### src/rtl/transform_2d_seq_pkg.sv
// Shared state encoding and index/rounding helpers for the 2-D inverse transform sequencer.
package transform_2d_seq_pkg;

    typedef enum logic [2:0] {
        S_IDLE    = 3'd0,
        S_ROW     = 3'd1,
        S_ROW_CAP = 3'd2,
        S_COL     = 3'd3,
        S_COL_CAP = 3'd4,
        S_OUT     = 3'd5
    } state_t;

    function automatic int unsigned idx(input int unsigned r, input int unsigned c);
        return 4 * r + c;
    endfunction

    // Element k = 4r+c of the transposed block comes from element 4c+r of the source.
    function automatic int unsigned tr_idx(input int unsigned k);
        return idx(k % 4, k / 4);
    endfunction

    // Add half an LSB then arithmetic shift; one guard bit above the input keeps the add exact.
    function automatic logic signed [31:0] round_shift(input logic signed [31:0] x,
                                                       input int unsigned sh);
        logic signed [32:0] t;
        t = $signed({x[31], x}) + $signed(33'(1) << (sh - 1));
        t = t >>> sh;
        return t[31:0];
    endfunction

endpackage

### src/rtl/transform_2d_seq.sv
// Row/column sequencer for a 4x4 inverse transform that time-shares one external butterfly.
module transform_2d_seq
    import transform_2d_seq_pkg::*;
#(
    parameter int unsigned W           = 16,
    parameter int unsigned ROUND_SHIFT = 6
) (
    input  logic            clk,
    input  logic            rst,
    input  logic            in_valid,
    output logic            in_ready,
    input  logic            in_dht,
    input  logic [16*W-1:0] in_coef,
    output logic            bf_ena,
    output logic            bf_dht_sel,
    output logic [16*W-1:0] bf_in,
    input  logic [16*W-1:0] bf_out,
    output logic            out_valid,
    input  logic            out_ready,
    output logic [16*W-1:0] out_res
);

    state_t          state, state_nxt;
    logic [16*W-1:0] coef_buf;
    logic [16*W-1:0] res_q;
    logic            dht_q;
    logic [16*W-1:0] row_tr;
    logic [16*W-1:0] col_res;

    // Both passes read bf_out through the same transpose; only the column pass rounds.
    for (genvar k = 0; k < 16; k++) begin : g_xpose
        localparam int unsigned J = tr_idx(k);
        logic signed [W-1:0] x;
        assign x                    = bf_out[J*W +: W];
        assign row_tr[k*W +: W]     = x;
        assign col_res[k*W +: W]    = dht_q ? x : W'(round_shift(32'(x), ROUND_SHIFT));
    end

    always_ff @(posedge clk or posedge rst) begin
        if (rst) begin
            state    <= S_IDLE;
            coef_buf <= '0;
            res_q    <= '0;
            dht_q    <= 1'b0;
        end else begin
            state <= state_nxt;
            case (state)
                S_IDLE: begin
                    if (in_valid) begin
                        coef_buf <= in_coef;
                        dht_q    <= in_dht;
                    end
                end
                S_ROW_CAP: coef_buf <= row_tr;
                S_COL_CAP: res_q    <= col_res;
                default: ;
            endcase
        end
    end

    always_comb begin
        state_nxt = state;
        in_ready  = 1'b0;
        out_valid = 1'b0;
        bf_ena    = 1'b0;
        unique case (state)
            S_IDLE: begin
                in_ready = 1'b1;
                if (in_valid) state_nxt = S_ROW;
            end
            S_ROW: begin
                bf_ena    = 1'b1;
                state_nxt = S_ROW_CAP;
            end
            S_ROW_CAP: state_nxt = S_COL;
            S_COL: begin
                bf_ena    = 1'b1;
                state_nxt = S_COL_CAP;
            end
            S_COL_CAP: state_nxt = S_OUT;
            S_OUT: begin
                out_valid = 1'b1;
                if (out_ready) state_nxt = S_IDLE;
            end
            default: state_nxt = S_IDLE;
        endcase
    end

    assign bf_in      = coef_buf;
    assign bf_dht_sel = dht_q;
    assign out_res    = res_q;

endmodule

### config.mk
export PLATFORM = sky130hd
export DESIGN_NAME = transform_2d_seq
export DESIGN_NICKNAME = d
export VERILOG_FILES = /design/src/rtl/transform_2d_seq_pkg.sv /design/src/rtl/transform_2d_seq.sv
export SDC_FILE = /design/constraint.sdc
export NUM_CORES = 2
export LEC_CHECK = 0
export BUFFER_PORTS_ARGS = -buffer_cell sky130_fd_sc_hd__buf_2
export CELL_PAD_IN_SITES_DETAIL_PLACEMENT = 1
export CELL_PAD_IN_SITES_GLOBAL_PLACEMENT = 1
export CORE_AREA = 2 2 405 407
export DETAILED_ROUTE_END_ITERATION = 10
export DIE_AREA = 0 0 407 409
export GPL_ROUTABILITY_DRIVEN = 0
export GPL_TIMING_DRIVEN = 0
export HOLD_SLACK_MARGIN = 0.15
export PLACE_DENSITY_LB_ADDON = 0.1
export SYNTH_ARGS = -nofsm -noshare
export SYNTH_HDL_FRONTEND = slang
export SYNTH_SLANG_ARGS = --single-unit
### constraint.sdc
create_clock -name clk -period 20.9 [get_ports clk]
set_input_delay 3.135 -clock clk [delete_from_list [all_inputs] [get_ports clk]]
set_output_delay 3.135 -clock clk [all_outputs]
set_load 0.02 [all_outputs]
# ---- Word-level counts from Yosys, hierarchy flattened
# Cells that the tools add are included.
dict set report totals {
  reg_bits 516
  latchBits 0
  ramBits 0
  romBits 0
  input_bits 517
  out_inout_bits 516
  wordCells 57
  mem_count 0
}
dict set report op_classes {
  addsub 16
  n_mul 0
  div 0
  n_lt_le_gt_ge 0
  n_eq_ne 7
  shifts 0
  muxes 24
  n_bitwise 0
  reduce_logical 6
}
# op count
set op_table {}
lappend op_table {{case mux 256 bit (2 select lines)} 1}
lappend op_table {{adder 16 x 7 -> 17 bit (second input constant)} 16}
lappend op_table {{2-to-1 mux 16 bit} 16}
lappend op_table {{2-to-1 mux 256 bit} 1}
lappend op_table {{case mux 3 bit (6 select lines)} 1}
lappend op_table {{equality test 3 x 2 -> 1 bit (second input constant)} 2}
lappend op_table {{equality test 3 bit (second input constant)} 2}
lappend op_table {{2-to-1 mux 3 bit} 2}
lappend op_table {{AND reduction 2 bit} 3}
lappend op_table {{!= test 2 bit (second input constant)} 2}
lappend op_table {{equality test 3 x 1 -> 1 bit (second input constant)} 1}
lappend op_table {{logical NOT 3 bit} 1}
lappend op_table {{2-to-1 mux 1 bit} 3}
lappend op_table {{nonzero test 2 bit} 1}
lappend op_table {{OR reduction 2 bit} 1}

# ---- Longest topological paths before layout
dict set report logic_depth {
  word_depth 3
  ltp_mapped 8
  depth_no_buf 5
}

# ---- Least setup slack after synthesis
# Ideal clock, no wire load.
dict set report synth_timing {
  path_kind {in2reg}
  from {input bf_out[39]}
  to {register res_q[138] (netlist: out_res[138])}
  setup_time_ns 0.129
  arrival_time_ns 4.212
  required_time_ns 20.771
  setup_slack_ns 16.559
  cell_stages 5
  path_buffers 1
  cell_sequence {buf_2 nand4_1 or3_1 a31oi_2 a21oi_1}
}
dict set report synth_between {
  elab_chain_cells 2
}
# element line_no
set synth_rtl {}
lappend synth_rtl {{start, declared} transform_2d_seq.sv:17} ;# input logic [16*W-1:0] bf_out,
lappend synth_rtl {{adder 16 x 7 -> 17 bit} transform_2d_seq_pkg.sv:26} ;# t = $signed({x[31], x}) + $signed(33'(1) << (sh - 1));
lappend synth_rtl {{2-to-1 mux 16 bit} transform_2d_seq.sv:36} ;# assign col_res[k*W +: W] = dht_q ? x : W'(round_shift(32'(x), ROUND_SHIFT));
lappend synth_rtl {{end signal, assigned} transform_2d_seq.sv:55} ;# S_COL_CAP: res_q <= col_res;
lappend synth_rtl {{end, declared} transform_2d_seq.sv:25} ;# logic [16*W-1:0] res_q;
# No other way between the ends.
# A chain may end at the register's enable or synchronous reset.

# ---- Final worst setup path
dict set report layout_timing {
  from {register state[1]}
  to {output out_valid}
}
dict set report layout_between {
  elab_chain_cells 2
}
# element line_no
set layout_rtl {}
lappend layout_rtl {{start, declared} transform_2d_seq.sv:23} ;# state_t state, state_nxt;
lappend layout_rtl {{start signal, assigned} transform_2d_seq.sv:46} ;# state <= state_nxt;
lappend layout_rtl {{equality test 3 bit} transform_2d_seq.sv:66} ;# unique case (state)
lappend layout_rtl {{2-to-1 mux 1 bit} transform_2d_seq.sv:66}
lappend layout_rtl {{end, declared} transform_2d_seq.sv:18} ;# output logic out_valid,
# No other way between the ends.

==> flow_summary.yaml <==
timing:
  maxClockFrequency_mhz: 202
  fin_ws_ns: 15.94
  finClkSkew_ns: 0.0389
  relSlewSlack: 0.129
  final_period_demand_of_the_worst_path_ns: 4.96
  timing_worst_slew_pin_value_ns: 1.31
  hold_viol: 0
  setup_violations: 0
  rsz_0062_raised_after_global_routing: "false"
  timing.final.max_slew_violations: 0
  layout_worst_path_cycle_share: 0.237
route:
  remaining_drc_errors: 0
  route.detailed.vias_per_inst: 4.36
  vias: 26900
  antenna_left: 0
  average_wire_per_standard_cell_um: 30.8
  finalWirelength_um: 190000
  first_drt_pass_iteration_count: 5
  initialDrtViolationCount: 1313
synth:
  synth_largest_area_cell: "sky130_fd_sc_hd__dfrtp_1"
  yosys.cell_types.count: 52
  dominantRegCellSynth: "sky130_fd_sc_hd__dfrtp_1"
  async_flop_share: 1.00
  yosys-top-cells-count: "624 x sky130_fd_sc_hd__nor2_1, 516 x sky130_fd_sc_hd__dfrtp_1, 262 x sky130_fd_sc_hd__nand2_1"
  synth_nets: 3339
  ys_seq_elements: 516
  sequential_element_share_of_the_synthesized_area: 0.524
  yosysMostFrequentCell: "sky130_fd_sc_hd__nor2_1"
  syn-instance-count: 2806
  syn_area_per_cell_um2: 8.78
  synth_area_mm2: 0.0246
  post_synth_main_area_contributors: "sky130_fd_sc_hd__dfrtp_1 52%, sky130_fd_sc_hd__nor2_1 9.5%, sky130_fd_sc_hd__o22ai_1 6.5%, sky130_fd_sc_hd__nand3_1 4.3%, sky130_fd_sc_hd__nand2_1 4.0%"
  synth_enable_flop_cells: 0
  synthDominantCellAreaShare: 0.524
  yosysWarnings: 0
power:
  p_sw_frac: 0.509
  p_switching_uw: 3270
  power_density_mw_per_mm2: 183
  p_leak_uw: 0.0161
  power_frac_seq: 0.278
  peakVddDrop_mv: 0.0633
  clock_power_share: 0.206
  internal-power_uw: 3160
  total_power_uw: 6420
  power_frac_comb: 0.516
clock_tree:
  cts-buffers-inserted: 77
  clock_sinks: 516
  holdBufCountCts: 0
  clock_input_transition_at_the_sequential_cells_of_the_worst_setup_and_hold_paths_ns: 0.06
  tritoncts: "done"
  h-tree-depth: 3
  max-clock-path-buffers: 3
  clk-insertion-delay-late_ns: 0.69
  postCtsSetupRepairBufs: 0
  gates_resized_cts_repair: 0
  clock_tree.root_cell: "sky130_fd_sc_hd__clkbuf_16"
die:
  dieWidth_um: 407
  num_rows: 148
  start_util: 0.152
  die_area_mm2: 0.166
  dieHeight_um: 409
  pin_count: 1033
  core_area_mm2: 0.162
layout:
  final_layout_size_suffix_gt1_frac: 0.320
  layout-area-overhead-vs-synth_pct: 42.7
  finalNetCount: 4439
global_route:
  antenna_found_initial: 51
  globalRoute.totalOverflow: 0
  groute.layer.met1.usage: 0.272
  grtUsageMet3: 0.0572
  first_global_vias: 28600
  global_route.peak_usage_layer: "met2"
  grt.met2_usage: 0.389
  grt_max_degree: 108
  grt.total_usage: 0.222
  grt_first_pass_wirelength_um: 254000
placed_design:
  worst_setup_timing_slack_at_the_placement_stage_ns: 15.18
  place_hpwl_um: 146000
  numPortBuffers: 1015
worst_setup_path:
  timing.critical_path.fanout_max: 10
  setup.worst_path.start_class: "flop"
  ff2ff_path_depth: 6
  critical_path_required_ns: 17.77
  endpoint_type_of_the_worst_setup_path: "output port"
  setup.worst_path.class: "flop to output port"
  cp.arrival_ns: 1.82
min_path:
  hold_path_depth: 2
  worst_hold_path_type: "flop to flop"
outcome:
  outcome: "complete, no violations"
flow_run:
  drv.max_cap_violation_count: 0
## power groups by stage
stage	Clock, µW	Combinational, µW	Sequential [µW]
after floorplan	0	1060	2360
after global placement	0	3400	1800
after detailed placement	0	3410	1800
after CTS	1370	3410	1790
after global routing	1410	3570	1850
final	1330	3310	1780
## kinds of logic after synthesis
family                     after synthesis  share of synthesized area
and+or+nand+nor                       1295                      0.228
xor gates and xnor gates                94                     0.0334
muxes                                   44                     0.0182
buffers and inverters                  224                     0.0399
AOI/OAI and AO/OA                      617                      0.148
adders and majority gates               16                    0.00813
DFF                                    516                      0.524
## per-stage QoR
stage / cells / utilization / hold WS [ns] / area, µm² / setup TNS (ns)
2_1_floorplan: 2806 / - / 0.533 / 24600 / 0
3_3_place_gp: 5996 / 0.200 / 0.451 / 32400 / -3485.20
3_5_place_dp: 6002 / 0.201 / 0.456 / 32600 / 0
4_1_cts: 6137 / 0.217 / 0.468 / 35100 / 0
5_1_grt: 6140 / 0.217 / 0.497 / 35100 / 0
6_report: 6161 / 0.217 / 0.462 / 35200 / 0
## layout by cell type, fill, tap and decap left out, types with 15 or more instances in the layout
cell type	n
sky130_fd_sc_hd__a21oi_1	95
sky130_fd_sc_hd__and3_1	66
sky130_fd_sc_hd__buf_2	1103
sky130_fd_sc_hd__clkbuf_1	110
sky130_fd_sc_hd__clkbuf_16	79
sky130_fd_sc_hd__clkbuf_2	22
sky130_fd_sc_hd__dfrtp_1	516
sky130_fd_sc_hd__diode_2	24
sky130_fd_sc_hd__ha_1	16
sky130_fd_sc_hd__inv_1	15
sky130_fd_sc_hd__mux2i_1	38
sky130_fd_sc_hd__nand2_1	262
sky130_fd_sc_hd__nand3_1	211
sky130_fd_sc_hd__nand4_1	30
sky130_fd_sc_hd__nor2_1	624
sky130_fd_sc_hd__nor3_1	36
sky130_fd_sc_hd__o21ai_0	172
sky130_fd_sc_hd__o22ai_1	255
sky130_fd_sc_hd__o31ai_1	19
sky130_fd_sc_hd__or3_1	20
sky130_fd_sc_hd__xnor2_1	81
## critical path, cell delays in order (launching register included)
cell	delay (ns)
sky130_fd_sc_hd__dfrtp_1	0.40
sky130_fd_sc_hd__buf_2	0.20
sky130_fd_sc_hd__nor2b_1	0.16
sky130_fd_sc_hd__and2_1	0.14
sky130_fd_sc_hd__buf_2	0.23
## worst paths after layout
| check | startpoint | endpoint | slack (ns) |
|---|---|---|---|
| min in group asynchronous | rst | bf_in[18] | 2.59 |
| worst max register to register | bf_dht_sel | out_res[90] | 17.41 |
| worst min register to register | out_res[183] | out_res[183] | 0.46 |
| worst max-delay path | state[1] | out_valid | 15.94 |
| worst min-delay path | out_res[183] | out_res[183] | 0.46 |
| max in group asynchronous | rst | out_res[142] | 16.34 |
## layout make-up
class / count / area [µm²]
Fill cell: 19300 / 127000
Sequential cell: 516 / 12900
Multi-Input combinational cell: 2066 / 10700
Timing Repair Buffer: 1021 / 5230
Tap cell: 2175 / 2720
Clock buffer: 115 / 2210
Buffer: 207 / 948
Clock inverter: 20 / 248
Inverter: 17 / 71.3
Antenna cell: 24 / 60.1
## routing by layer
metal / vias to the layer above / part of all wire
met5: - / 0.00067
met4: 22 / 0.020
met3: 202 / 0.068
met2: 900 / 0.50
met1: 13600 / 0.42
li1: 12100 / -
## sequential cells by signal, indices dropped and copies added (netlist names)
name	flops
bf_dht_sel	1
bf_in	256
out_res	256
state	3
No activity file was read; power rests on OpenSTA's default activity.
